**src/rtl/cover_eval_sched.sv**
```systemverilog
// Shared point buffer and radius-coverage evaluator for two scan requesters.
// Define SCHED_FIXED_PRIO_EN for fixed priority (requester 0 wins every tie).
module cover_eval_sched #(
    parameter int NPTS = 40,
    parameter int R2   = 16
) (
    input  logic       CLK,
    input  logic       RST,
    input  logic       LD_VALID,
    input  logic [3:0] LD_X,
    input  logic [3:0] LD_Y,
    input  logic       LD_CLR,
    output logic       PTS_FULL,
    input  logic [1:0] REQ_VALID,
    output logic [1:0] REQ_READY,
    input  logic [7:0] REQ_CX,
    input  logic [7:0] REQ_CY,
    input  logic [7:0] REQ_OX,
    input  logic [7:0] REQ_OY,
    input  logic [1:0] REQ_UNION,
    output logic       RSP_VALID,
    output logic       RSP_ID,
    output logic [5:0] RSP_CNT,
    output logic [5:0] RSP_INTER,
    output logic       BUSY
);
    localparam int IW = (NPTS > 1) ? $clog2(NPTS) : 1;
    localparam logic [5:0] LAST = 6'(NPTS - 1);
    localparam logic [5:0] FULL = 6'(NPTS);
    localparam logic [8:0] R2V = 9'(R2);

    typedef enum logic [1:0] {IDLE, WALK, DRAIN, RESP} state_e;

    function automatic logic [3:0] absd(input logic [3:0] a, input logic [3:0] b);
        return (a >= b) ? (a - b) : (b - a);
    endfunction

    function automatic logic [8:0] sq(input logic [3:0] d);
        logic [7:0] p;
        p = {4'd0, d} * {4'd0, d};
        return {1'b0, p};
    endfunction

    state_e     state_q, state_d;
    logic [5:0] ld_cnt_q, ld_cnt_d;
    logic [5:0] idx_q, idx_d;
    logic [5:0] acc_q, acc_d;
    logic [5:0] inter_q, inter_d;
    logic [3:0] cx_q, cx_d, cy_q, cy_d;
    logic [3:0] ox_q, ox_d, oy_q, oy_d;
    logic       union_q, union_d;
    logic       id_q, id_d;
    logic       s1_v_q;
    logic [3:0] dcx_q, dcy_q, dox_q, doy_q;
    logic       rsp_valid_q, rsp_valid_d;
    logic       rsp_id_q, rsp_id_d;
    logic [5:0] rsp_cnt_q, rsp_cnt_d;
    logic [5:0] rsp_inter_q, rsp_inter_d;
    logic [7:0] pts_q [NPTS];
    logic [7:0] pt;
    logic       ld_we;
    logic [1:0] gnt;
    logic       gid;
    logic       tie_win;
    logic [8:0] sum_c, sum_o;
    logic       in_c, in_o, hit;

`ifdef SCHED_FIXED_PRIO_EN
    assign tie_win = 1'b0;
`else
    logic rr_last_q, rr_last_d;

    always_comb rr_last_d = (|gnt) ? gid : rr_last_q;

    always_ff @(posedge CLK or posedge RST) begin
        if (RST) rr_last_q <= 1'b1;
        else     rr_last_q <= rr_last_d;
    end

    assign tie_win = ~rr_last_q;
`endif

    assign PTS_FULL  = (ld_cnt_q == FULL);
    assign BUSY      = (state_q != IDLE);
    assign RSP_VALID = rsp_valid_q;
    assign RSP_ID    = rsp_id_q;
    assign RSP_CNT   = rsp_cnt_q;
    assign RSP_INTER = rsp_inter_q;
    assign REQ_READY = gnt;
    assign gid       = gnt[1];
    assign pt        = pts_q[idx_q[IW-1:0]];

    always_comb begin
        gnt = 2'b00;
        if (state_q == IDLE && PTS_FULL) begin
            unique case (REQ_VALID)
                2'b01, 2'b10: gnt = REQ_VALID;
                2'b11:        gnt = tie_win ? 2'b10 : 2'b01;
                default:      gnt = 2'b00;
            endcase
        end
    end

    // Second pipeline stage: squared distances of the point registered last cycle
    assign sum_c = sq(dcx_q) + sq(dcy_q);
    assign sum_o = sq(dox_q) + sq(doy_q);
    assign in_c  = (sum_c <= R2V);
    assign in_o  = (sum_o <= R2V);
    assign hit   = union_q ? (in_c | in_o) : in_c;

    always_comb begin
        state_d     = state_q;
        ld_cnt_d    = ld_cnt_q;
        idx_d       = idx_q;
        acc_d       = acc_q;
        inter_d     = inter_q;
        cx_d        = cx_q;
        cy_d        = cy_q;
        ox_d        = ox_q;
        oy_d        = oy_q;
        union_d     = union_q;
        id_d        = id_q;
        rsp_valid_d = 1'b0;
        rsp_id_d    = rsp_id_q;
        rsp_cnt_d   = rsp_cnt_q;
        rsp_inter_d = rsp_inter_q;
        ld_we       = 1'b0;
        if (s1_v_q) begin
            acc_d   = acc_q + {5'd0, hit};
            inter_d = inter_q + {5'd0, union_q & in_c & in_o};
        end
        unique case (state_q)
            IDLE: begin
                if (LD_CLR) begin
                    ld_cnt_d = '0;
                end else if (LD_VALID && !PTS_FULL) begin
                    ld_we    = 1'b1;
                    ld_cnt_d = ld_cnt_q + 6'd1;
                end
                if (|gnt) begin
                    state_d = WALK;
                    idx_d   = '0;
                    acc_d   = '0;
                    inter_d = '0;
                    cx_d    = gid ? REQ_CX[7:4] : REQ_CX[3:0];
                    cy_d    = gid ? REQ_CY[7:4] : REQ_CY[3:0];
                    ox_d    = gid ? REQ_OX[7:4] : REQ_OX[3:0];
                    oy_d    = gid ? REQ_OY[7:4] : REQ_OY[3:0];
                    union_d = REQ_UNION[gid];
                    id_d    = gid;
                end
            end
            WALK: begin
                idx_d = idx_q + 6'd1;
                if (idx_q == LAST) state_d = DRAIN;
            end
            DRAIN: begin
                state_d     = RESP;
                rsp_valid_d = 1'b1;
                rsp_id_d    = id_q;
                rsp_cnt_d   = acc_d;
                rsp_inter_d = inter_d;
            end
            RESP:    state_d = IDLE;
            default: state_d = IDLE;
        endcase
    end

    always_ff @(posedge CLK) begin
        if (ld_we) pts_q[ld_cnt_q[IW-1:0]] <= {LD_X, LD_Y};
    end

    always_ff @(posedge CLK or posedge RST) begin
        if (RST) begin
            state_q     <= IDLE;
            ld_cnt_q    <= '0;
            idx_q       <= '0;
            acc_q       <= '0;
            inter_q     <= '0;
            cx_q        <= '0;
            cy_q        <= '0;
            ox_q        <= '0;
            oy_q        <= '0;
            union_q     <= 1'b0;
            id_q        <= 1'b0;
            rsp_valid_q <= 1'b0;
            rsp_id_q    <= 1'b0;
            rsp_cnt_q   <= '0;
            rsp_inter_q <= '0;
        end else begin
            state_q     <= state_d;
            ld_cnt_q    <= ld_cnt_d;
            idx_q       <= idx_d;
            acc_q       <= acc_d;
            inter_q     <= inter_d;
            cx_q        <= cx_d;
            cy_q        <= cy_d;
            ox_q        <= ox_d;
            oy_q        <= oy_d;
            union_q     <= union_d;
            id_q        <= id_d;
            rsp_valid_q <= rsp_valid_d;
            rsp_id_q    <= rsp_id_d;
            rsp_cnt_q   <= rsp_cnt_d;
            rsp_inter_q <= rsp_inter_d;
        end
    end

    // First pipeline stage: per-axis distance of the current point to both centres
    always_ff @(posedge CLK or posedge RST) begin
        if (RST) begin
            s1_v_q <= 1'b0;
            dcx_q  <= '0;
            dcy_q  <= '0;
            dox_q  <= '0;
            doy_q  <= '0;
        end else begin
            s1_v_q <= (state_q == WALK);
            dcx_q  <= absd(pt[7:4], cx_q);
            dcy_q  <= absd(pt[3:0], cy_q);
            dox_q  <= absd(pt[7:4], ox_q);
            doy_q  <= absd(pt[3:0], oy_q);
        end
    end

endmodule
```
**config.mk**
```make
export PLATFORM = sky130hd
export DESIGN_NAME = cover_eval_sched
export DESIGN_NICKNAME = d
export VERILOG_FILES = /design/src/rtl/cover_eval_sched.sv
export SDC_FILE = /design/constraint.sdc
export NUM_CORES = 1
export LEC_CHECK = 0
export BUFFER_PORTS_ARGS = -buffer_cell sky130_fd_sc_hd__clkbuf_2
export CORE_AREA = 5 5 253 132
export CTS_CLUSTER_DIAMETER = 50
export DETAILED_ROUTE_END_ITERATION = 10
export DIE_AREA = 0 0 258 137
export PLACE_DENSITY = 0.77
export SETUP_SLACK_MARGIN = 0.3
export SLEW_MARGIN = 20
export SYNTH_ARGS = -nofsm -noshare
export SYNTH_HDL_FRONTEND = slang
export SYNTH_SLANG_ARGS = --single-unit
```
**constraint.sdc**
```tcl
create_clock -name CLK -period 6.1 [get_ports CLK]
set_input_delay 0 -clock CLK [delete_from_list [all_inputs] [get_ports CLK]]
set_output_delay 0 -clock CLK [all_outputs]
set_load 0.05 [all_outputs]
```
==> out/qor.yml, run 1 <==
status: "finished, final reports clean"
cts_tree: "yes"
powerDensity_nw_per_um2: 273.8
cts_resized: 0
cp.required_ns: 6.45
routed_wl_um: 41440
vias_per_cell: 6.085
ios: 66
port_buffers: 65
finalSetupTns_ns: 0
netlist_instances: 1165
synth_edf_count: 320
clkTransAtPathRegs_ns: 0.07
cts_sinks: 396
grt_usage: 0.2374
max_freq_mhz: 185.1
max-slew-margin-rel: 0.3459
critical_path_class: "flop to flop"
rows: 46
cts_root_buf: "clkbuf_16"
fin_area_um2: 20390
die-area_um2: 35350
vias: 10390
worst_pin_slew_ns: 0.9775
ys.flop_type: "edfxtp_1"
fin_ws_ns: 0.6984
drive_gt1_frac: 0.1777
nNetsFinal: 1424
ir_drop_mv: 0.1989
cts_htree_levels: 2
antenna_found_initial: 1
ant_nets: 0
synth_cell_types: 62
cap_violations: 0
arrival_ns: 5.75
synth-async-reset-ratio: 0.1919
place_hpwl_um: 27410
drc: 0
place_ws_ns: 0.8738
finalHoldViolCount: 0
initial_utilization: 0.5872
syn2layout_area_growth_pct: 11.91
syn_avg_cell_area_um2: 15.64
ys_seq_area_frac: 0.6320
die_h_um: 137
fin_crit_ns: 5.402
drv_slew: 0
grt_max_degree: 77
cp-end-kind: "flop"
rsz0062_at_grt: "no"
cp_cell_sequence: "nand2_1 -> fa_1 -> fa_1 -> fa_1 -> inv_1 -> fa_1 -> ha_1 -> inv_1 -> fa_1 -> xnor2_1 -> nor4_1 -> o21ai_0 -> nor2_1 -> ha_1 -> ha_1 -> nand4_1 -> xor2_1 -> a21oi_1"
grt_pass1_wl_um: 63110
fillers: 2134
core_area_um2: 31020
slowest_stage: "fa_1"
setup_viol: 0
min_path_type: "input port to flop"
postCtsSetupBuffers: 0
first_pass_iters: 5
numCtsBuffers: 34
dpl_cell_area_um2: 18920
drt_iter0_drc: 1013
grt_overflow: 0
critPathMaxStageDelay_ns: 0.55
cts_hold_buf: 40
finClkSkew_ns: 0.009108
clock_path_buffers: 3
synth_area_um2: 18220
cp_max_fo: 4
synth-seq-cells: 396
fp.dieW_um: 258
post_drt_wl_per_cell_um: 24.26
total_leakage_power_nw: 7.458
cp-start-kind: "flop"
period_share: 0.8855
worst_path_most_repeated_cell: "fa_1"
n_antenna_cell: 0
final_common_cell: "edfxtp_1"
ys_warn_count: 0
routabilityCongestion: 0.8766
grt_pass1_vias: 10660
clk_latency_ns: 0.52
final_cell_mix: "edfxtp_1, mux2i_1, nor2_1, inv_1, dfrtp_1"
synth.net_count: 1313
## layout make-up
type	instances	area, µm²	area share
Clock buffer	49	980.9	0.04812
Tap cell	408	510.5	0.02504
Sequential cell	396	11520	0.5650
Inverter	79	297.8	0.01461
Clock inverter	11	78.83	0.003867
Multi-Input combinational cell	643	6130	0.3007
Timing Repair Buffer	122	869.6	0.04266
## flip-flops by register name, summed over array words and instances (netlist names), 2 cells and up
register / cells
RSP_CNT: 6
RSP_INTER: 6
acc_q: 6
cx_q: 4
cy_q: 4
dcx_q: 4
dcy_q: 4
dox_q: 4
doy_q: 4
idx_q: 6
inter_q: 6
ld_cnt_q: 6
ox_q: 4
oy_q: 4
pts_q: 320
state_q: 2
## synthesized netlist by cell type (all sizes together) (6+ instances only)
library cell | count | area share
edfxtp | 320 | 0.53
xor2 | 17 | 0.0082
o22ai | 17 | 0.0072
nor2 | 80 | 0.016
nand2b | 6 | 0.0021
clkbuf | 17 | 0.0035
a21oi | 37 | 0.010
a21o | 19 | 0.0078
buf | 30 | 0.012
mux2i | 87 | 0.048
ha | 70 | 0.048
o21ai | 34 | 0.0093
inv | 79 | 0.016
nand2 | 61 | 0.013
nand3 | 14 | 0.0038
mux4 | 62 | 0.077
nor3 | 6 | 0.0019
nor2b | 6 | 0.0021
a211oi | 12 | 0.0077
dfrtp | 75 | 0.10
fa | 30 | 0.033
mux2 | 8 | 0.0049
and2 | 11 | 0.0038
## final timing paths
kind	from	to	slack, ns	cells after the start
setup / recovery	dox_q[3]	RSP_INTER[4]	0.70	18
hold / removal	REQ_VALID[1]	union_q	0.11	5
hold reg to reg	rr_last_q	rr_last_q	0.48	2
min in group asynchronous	RST	id_q	0.20	4
max in group asynchronous	RST	idx_q[0]	5.35	4
setup reg to reg	dox_q[3]	RSP_INTER[4]	0.70	18
## kinds of logic after synthesis
family	count (synthesis)	share of synthesized area
flops	396	0.6320
simple gates	204	0.05179
compound gates	161	0.06367
mux	157	0.1294
buf+inv	126	0.03201
fa+ha+maj	100	0.08105
xor+xnor	21	0.01010
## report_power, final
part / leakage (nW) / switching, mW / internal, mW
registers: 3.88 / 0.0200 / 2.94
clock network: 0.521 / 0.957 / 1.17
logic: 3.05 / 0.289 / 0.207
total: 7.46 / 1.27 / 4.32
## layer usage
metal,vias up,routed length [µm],track usage
met5,-,0,0
met4,0,620,0.04028
met3,54,4642,0.07412
met2,434,17840,0.3457
met1,5301,18340,0.3621
li1,4605,-,-
## critical path: cells and delay by family (launching register included)
kind	cells	cell delay, ns
compound gates	2	0.52
xor+xnor	2	0.39
fa+ha+maj	8	3.05
buf+inv	2	0.11
flops	1	0.41
simple gates	4	0.76
## stage by stage
step	cells	power (mW)	util	hold slack, ns
5_1_grt	1708	5.794	0.6571	0.1252
6_report	1708	5.581	0.6571	0.1102
2_1_floorplan	1165	3.331	-	0.09415
3_5_place_dp	1608	3.492	0.6098	0.2773
3_3_place_gp	1608	3.470	0.6098	0.2723
4_1_cts	1708	5.598	0.6569	0.07385
Power figures use the tool's default switching activity.
==> run 2, diff against run 1 <==
==> constraint.sdc (replaced) <==
create_clock -name CLK -period 6.1 [get_ports CLK]
set_input_delay 0.61 -clock CLK [delete_from_list [all_inputs] [get_ports CLK]]
set_output_delay 0.61 -clock CLK [all_outputs]
set_load 0.05 [all_outputs]
==> run 2 against run 1 <==
Non-clock buffer count fell by 40. Global-route usage fell by 0.44 points. Utilization fell by 1.3 points. Die area did not move. Critical endpoint unchanged.
==> out/qor.yml, run 2 (same netlist as run 1, synthesis figures left out) <==
final_util: 0.6442  # -0.01291
cts_hold_buf: 0  # -100%
post_drt_wl_per_cell_um: 24.35  # +0.35%
cp_num_buf_inv: 2  # unchanged
finalSetupTns_ns: 0  # unchanged
p_clk_frac: 0.382  # +0.002
p_sw_mw: 1.261  # -0.41%
vias: 10190  # -2.0%
cp-start-kind: "flop"
critPathMaxStageDelay_ns: 0.55  # about the same
numCtsBuffers: 34  # unchanged
rows: 46  # unchanged
postCtsSetupBuffers: 0  # unchanged
clkTransAtPathRegs_ns: 0.07  # about the same
clk_latency_ns: 0.52  # about the same
cap_violations: 0  # unchanged
syn2layout_area_growth_pct: 9.712
min_path_type: "input port to async pin"
drive_gt1_frac: 0.1833  # +0.005641
fin_crit_ns: 5.355  # -0.04670 ns
powerDensity_nw_per_um2: 278.2  # +1.6%
die-area_um2: 35350  # unchanged
routabilityCongestion: 0.8766  # unchanged
finClkSkew_ns: 0.01067  # +0.001562 ns
max-slew-margin-rel: 0.3284  # -0.01753
n_antenna_cell: 0  # unchanged
core_area_um2: 31020  # unchanged
clock_path_buffers: 3  # unchanged
critical_path_class: "flop to flop"
cp_max_fo: 4  # unchanged
worst_path_most_repeated_cell: "fa_1"
p_sw_frac: 0.2267  # about the same
ant_nets: 0  # unchanged
max_freq_mhz: 186.7  # +0.87%
cts_sinks: 396  # unchanged
largest_reg_flops: 320  # unchanged
vias_per_cell: 6.109  # +0.38%
crit_family: "adder cells"
fp.dieW_um: 258  # unchanged
p_seq_frac: 0.533  # +0.002
cts_tree: "yes"
ir_drop_mv: 0.1986  # -0.15%
ios: 66  # unchanged
rsz0062_at_grt: "no"
fillers: 2184  # +2.3%
grt_pass1_vias: 10370  # -2.7%
antenna_found_initial: 1  # unchanged
port_buffers: 65  # unchanged
period_share: 0.8779  # -0.007656
cp-end-kind: "flop"
total_leakage_power_nw: 7.291  # -2.2%
finalHoldViolCount: 0  # unchanged
slowest_stage: "fa_1"
initial_utilization: 0.5872  # unchanged
die_h_um: 137  # unchanged
grt_usage: 0.2329  # -0.004418
drc: 0  # unchanged
routed_wl_um: 40610  # -2.0%
final_cell_mix: "edfxtp_1, mux2i_1, nor2_1, inv_1, dfrtp_1"
grt_overflow: 0  # unchanged
grt_max_degree: 77  # unchanged
status: "finished, final reports clean"
cp_cell_sequence: "nand2_1 -> fa_1 -> fa_1 -> fa_1 -> inv_1 -> fa_1 -> ha_1 -> inv_1 -> fa_1 -> xnor2_1 -> nor4_1 -> o21ai_0 -> nor2_1 -> ha_1 -> ha_1 -> nand4_1 -> xor2_1 -> a21oi_1"
worst_pin_slew_ns: 1.004  # +0.02619 ns
grt_pass1_wl_um: 61910  # -1.9%
cts_resized: 0  # unchanged
intPower_mw: 4.300  # -0.37%
power_frac_comb: 0.086  # -0.003
final_common_cell: "edfxtp_1"
first_pass_iters: 6  # +1
nNetsFinal: 1384  # -2.8%
arrival_ns: 5.71  # -0.04 ns
place_hpwl_um: 27410  # unchanged
cts_htree_levels: 2  # unchanged
drt_iter0_drc: 1015  # +0.20%
setup_viol: 0  # unchanged
cp.required_ns: 6.45  # about the same
cts_root_buf: "clkbuf_16"
drv_slew: 0  # unchanged
==> run 2: worst min-delay path, cell delays in order <==
cell and delay (ns):
clkbuf_2 0.09, clkinv_2 0.04, buf_6 0.54
==> run 2: metal layers <==
| layer | track usage | share of wire |
|---|---|---|
| met2 | 0.3326 | 0.42 |
| met5 | 0 | 0 |
| met1 | 0.3598 | 0.45 |
| met3 | 0.07412 | 0.11 |
| met4 | 0.04028 | 0.015 |
==> run 2: stage by stage <==
stage	total power, mW	hold slack (ns)	setup WS, ns	area (µm²)	instances
finish	5.560	0.2688	0.7451	19990	1668
floorplan	3.331	0.4414	1.598	18220	1165
detailed placement	3.492	0.4594	0.8738	18920	1608
global route	5.771	0.3290	0.5655	19990	1668
CTS	5.579	0.3521	0.7935	19980	1668
global placement	3.470	0.4522	0.9932	18920	1608
==> run 2: worst paths after layout <==
check	start	endpoint	slack, ns	cells past startpoint
max in group asynchronous	RST	idx_q[0]	5.30	3
min reg2reg	rr_last_q	rr_last_q	0.47	2
min	RST	RSP_VALID	0.27	3
min in group CLK	REQ_CY[5]	cy_q[1]	0.36	3
max	dox_q[3]	RSP_INTER[4]	0.75	18
max reg2reg	dox_q[3]	RSP_INTER[4]	0.75	18
==> run 2: area by class of cell <==
type / instances / area, µm² / share of cell area
clock inverter: 11 / 78.83 / 0.003944
multi-input combinational: 643 / 6130 / 0.3067
tap: 408 / 510.5 / 0.02554
inverter: 79 / 297.8 / 0.01490
timing repair buffer: 82 / 469.2 / 0.02348
clock buffer: 49 / 980.9 / 0.04908
sequential: 396 / 11520 / 0.5763
==> run 2: power groups by stage <==
stage | Combinational (mW) | Sequential, mW | Clock (mW)
global placement | 0.452 | 3.02 | 0
finish | 0.476 | 2.96 | 2.12
floorplan | 0.319 | 3.01 | 0
CTS | 0.480 | 2.96 | 2.14
detailed placement | 0.472 | 3.02 | 0
global route | 0.551 | 2.96 | 2.26
==> run 3, diff against run 2 <==
--- a/config.mk
+++ b/config.mk
@@ -6,10 +6,10 @@
 export NUM_CORES = 1
 export LEC_CHECK = 0
 export BUFFER_PORTS_ARGS = -buffer_cell sky130_fd_sc_hd__clkbuf_2
-export CORE_AREA = 5 5 253 132
+export CORE_AREA = 5 5 181 183
 export CTS_CLUSTER_DIAMETER = 50
 export DETAILED_ROUTE_END_ITERATION = 10
-export DIE_AREA = 0 0 258 137
+export DIE_AREA = 0 0 186 188
 export PLACE_DENSITY = 0.77
 export SETUP_SLACK_MARGIN = 0.3
 export SLEW_MARGIN = 20
==> run 3 against run 2 <==
Clock-buffer cell count is 6 higher. Largest cell class unchanged. Setup slack better by 0.42 ns. Power is 5.2% higher. First-iteration DRC count is 21% lower. Clock power is 15% higher. Worst hold slack worse by 0.060 ns. Register-to-register slack better by 0.42 ns.
==> out/qor.yml, run 3 (same netlist as run 1, synthesis figures left out) <==
status: "finished, final reports clean"
nNetsFinal: 1390  # +0.43%
die_h_um: 188  # +37%
cts_tree: "yes"
worst_pin_slew_ns: 0.9004  # -0.1033 ns
rows: 65  # +41%
syn2layout_area_growth_pct: 11.09
max_freq_mhz: 202.5  # +8.4%
vias_per_cell: 5.916  # -3.1%
p_seq_frac: 0.507  # -0.026
cap_violations: 0  # unchanged
postCtsSetupBuffers: 0  # unchanged
drv_slew: 0  # unchanged
p_sw_mw: 1.321  # +4.7%
clk_latency_ns: 0.56  # +0.04 ns
total_leakage_power_nw: 7.415  # +1.7%
grt_pass1_wl_um: 57640  # -6.9%
ant_nets: 0  # unchanged
met3_length_um: 2044  # -53%
routabilityCongestion: 0.8102  # -7.6%
finClkSkew_ns: 0.04402  # +0.03335 ns
initial_utilization: 0.5863  # -0.0008514
cp-end-kind: "flop"
p_clk_frac: 0.416  # +0.034
core_area_um2: 31070  # +0.15%
final_common_cell: "edfxtp_1"
period_share: 0.8096  # -0.06828
cp.required_ns: 6.52  # +0.07 ns
die-area_um2: 34970  # -1.1%
arrival_ns: 5.35  # -0.36 ns
wl_met1_um: 15390  # -17%
power_frac_comb: 0.077  # -0.009
first_pass_iters: 4  # -2
intPower_mw: 4.527  # +5.3%
cts_htree_levels: 2  # unchanged
fp.dieW_um: 186  # -28%
cp-start-kind: "flop"
clock_path_buffers: 3  # unchanged
n_antenna_cell: 0  # unchanged
cts_root_buf: "clkbuf_16"
top_layer: "met5"
numCtsBuffers: 42  # +24%
grt_overflow: 0  # unchanged
ios: 66  # unchanged
fin_ws_ns: 1.162  # +0.4165 ns
finalSetupTns_ns: 0  # unchanged
place_hpwl_um: 24290  # -11%
max-slew-margin-rel: 0.3997  # +0.07134
final_util: 0.6513  # +0.007121
vias: 9916  # -2.7%
fillers: 2130  # -2.5%
grt_pass1_vias: 10110  # -2.5%
routed_wl_um: 36930  # -9.0%
place_ws_ns: 1.027  # +0.1532 ns
rsz0062_at_grt: "no"
finalHoldViolCount: 0  # unchanged
grt_usage: 0.2145  # -0.01839
setup_viol: 0  # unchanged
grt_max_degree: 77  # unchanged
drc: 0  # unchanged
ir_drop_mv: 0.2616  # +32%
port_buffers: 65  # unchanged
cp_max_fo: 5  # +1
powerDensity_nw_per_um2: 289.0  # +3.9%
cts_sinks: 396  # unchanged
final_cell_mix: "edfxtp_1, mux2i_1, nor2_1, inv_1, dfrtp_1"
cts_resized: 0  # unchanged
drive_gt1_frac: 0.1915  # +0.008189
fin_crit_ns: 4.938  # -0.4165 ns
multi_input_area_um2: 6125  # about the same
seqCellArea_um2: 11520  # unchanged
post_drt_wl_per_cell_um: 22.04  # -9.5%
p_sw_frac: 0.2258  # -0.0008996
cts_hold_buf: 0  # unchanged
critical_path_class: "flop to flop"
drt_iter0_drc: 797  # -21%
wl_met2_um: 18510  # +7.6%
largest_reg_flops: 320  # unchanged
clkTransAtPathRegs_ns: 0.06  # about the same
antenna_found_initial: 0  # -1
min_path_type: "input port to async pin"
-- run 3: cell count changes in the layout (fill, tap and decap cells not counted), moves of 2 or more --
| cell | before | now |
|---|---|---|
| clkbuf_16 | 37 | 42 |
| clkinv_16 | 0 | 2 |
| buf_4 | 15 | 13 |
| clkinv_2 | 6 | 11 |
-- run 3: cell type report --
type,count,area share
inverters,79,0.01472
clock inverters,21,0.01076
flip-flops and latches,396,0.5692
multi-input cells,643,0.3027
well taps,402,0.02486
repair buffers,80,0.02244
clock buffers,55,0.05534
-- run 3: stage by stage --
stage	cell area (µm²)	power, mW	hold slack, ns	instances
detailed placement	18890	3.475	0.4614	1600
finish	20240	5.848	0.2083	1676
global placement	18890	3.453	0.4564	1600
global route	20240	6.094	0.2870	1676
floorplan	18220	3.331	0.4414	1165
CTS	20230	5.894	0.3131	1676
-- run 3: path summary, 6_finish.rpt --
path,from,to,slack [ns],depth (start not counted)
setup / recovery,doy_q[0],RSP_INTER[4],1.16,18
hold / removal,RST,acc_q[4],0.21,3
setup reg to reg,doy_q[0],RSP_INTER[4],1.16,18
hold reg to reg,rr_last_q,rr_last_q,0.47,2
max in group asynchronous,RST,idx_q[0],5.33,3
min in group CLK,LD_CLR,ld_cnt_q[4],0.32,2
-- run 3: layer usage --
metal  track usage  vias to the layer above
met3       0.03492                       69
met2        0.3545                      314
met1        0.2990                     5005
met5       0.01000                        -
li1              -                     4526
met4       0.05914                        2
-- run 3: worst max-delay path, cell delays in order, from the launching register on --
cell	delay, ns
dfrtp_1	0.40
nand2_1	0.11
fa_1	0.56
fa_1	0.44
fa_1	0.54
inv_1	0.06
fa_1	0.54
ha_1	0.17
inv_1	0.05
fa_1	0.37
xnor2_1	0.13
nor4_1	0.24
o21ai_0	0.26
nor2_1	0.18
ha_1	0.20
ha_1	0.17
nand4_1	0.11
xor2_1	0.22
a21oi_1	0.09
-- run 3: power by group through the flow --
stage	clock network, mW	logic, mW	registers (mW)
2_1_floorplan	0	0.319	3.01
3_3_place_gp	0	0.436	3.02
3_5_place_dp	0	0.456	3.02
4_1_cts	2.47	0.461	2.96
5_1_grt	2.59	0.535	2.96
6_report	2.43	0.450	2.96
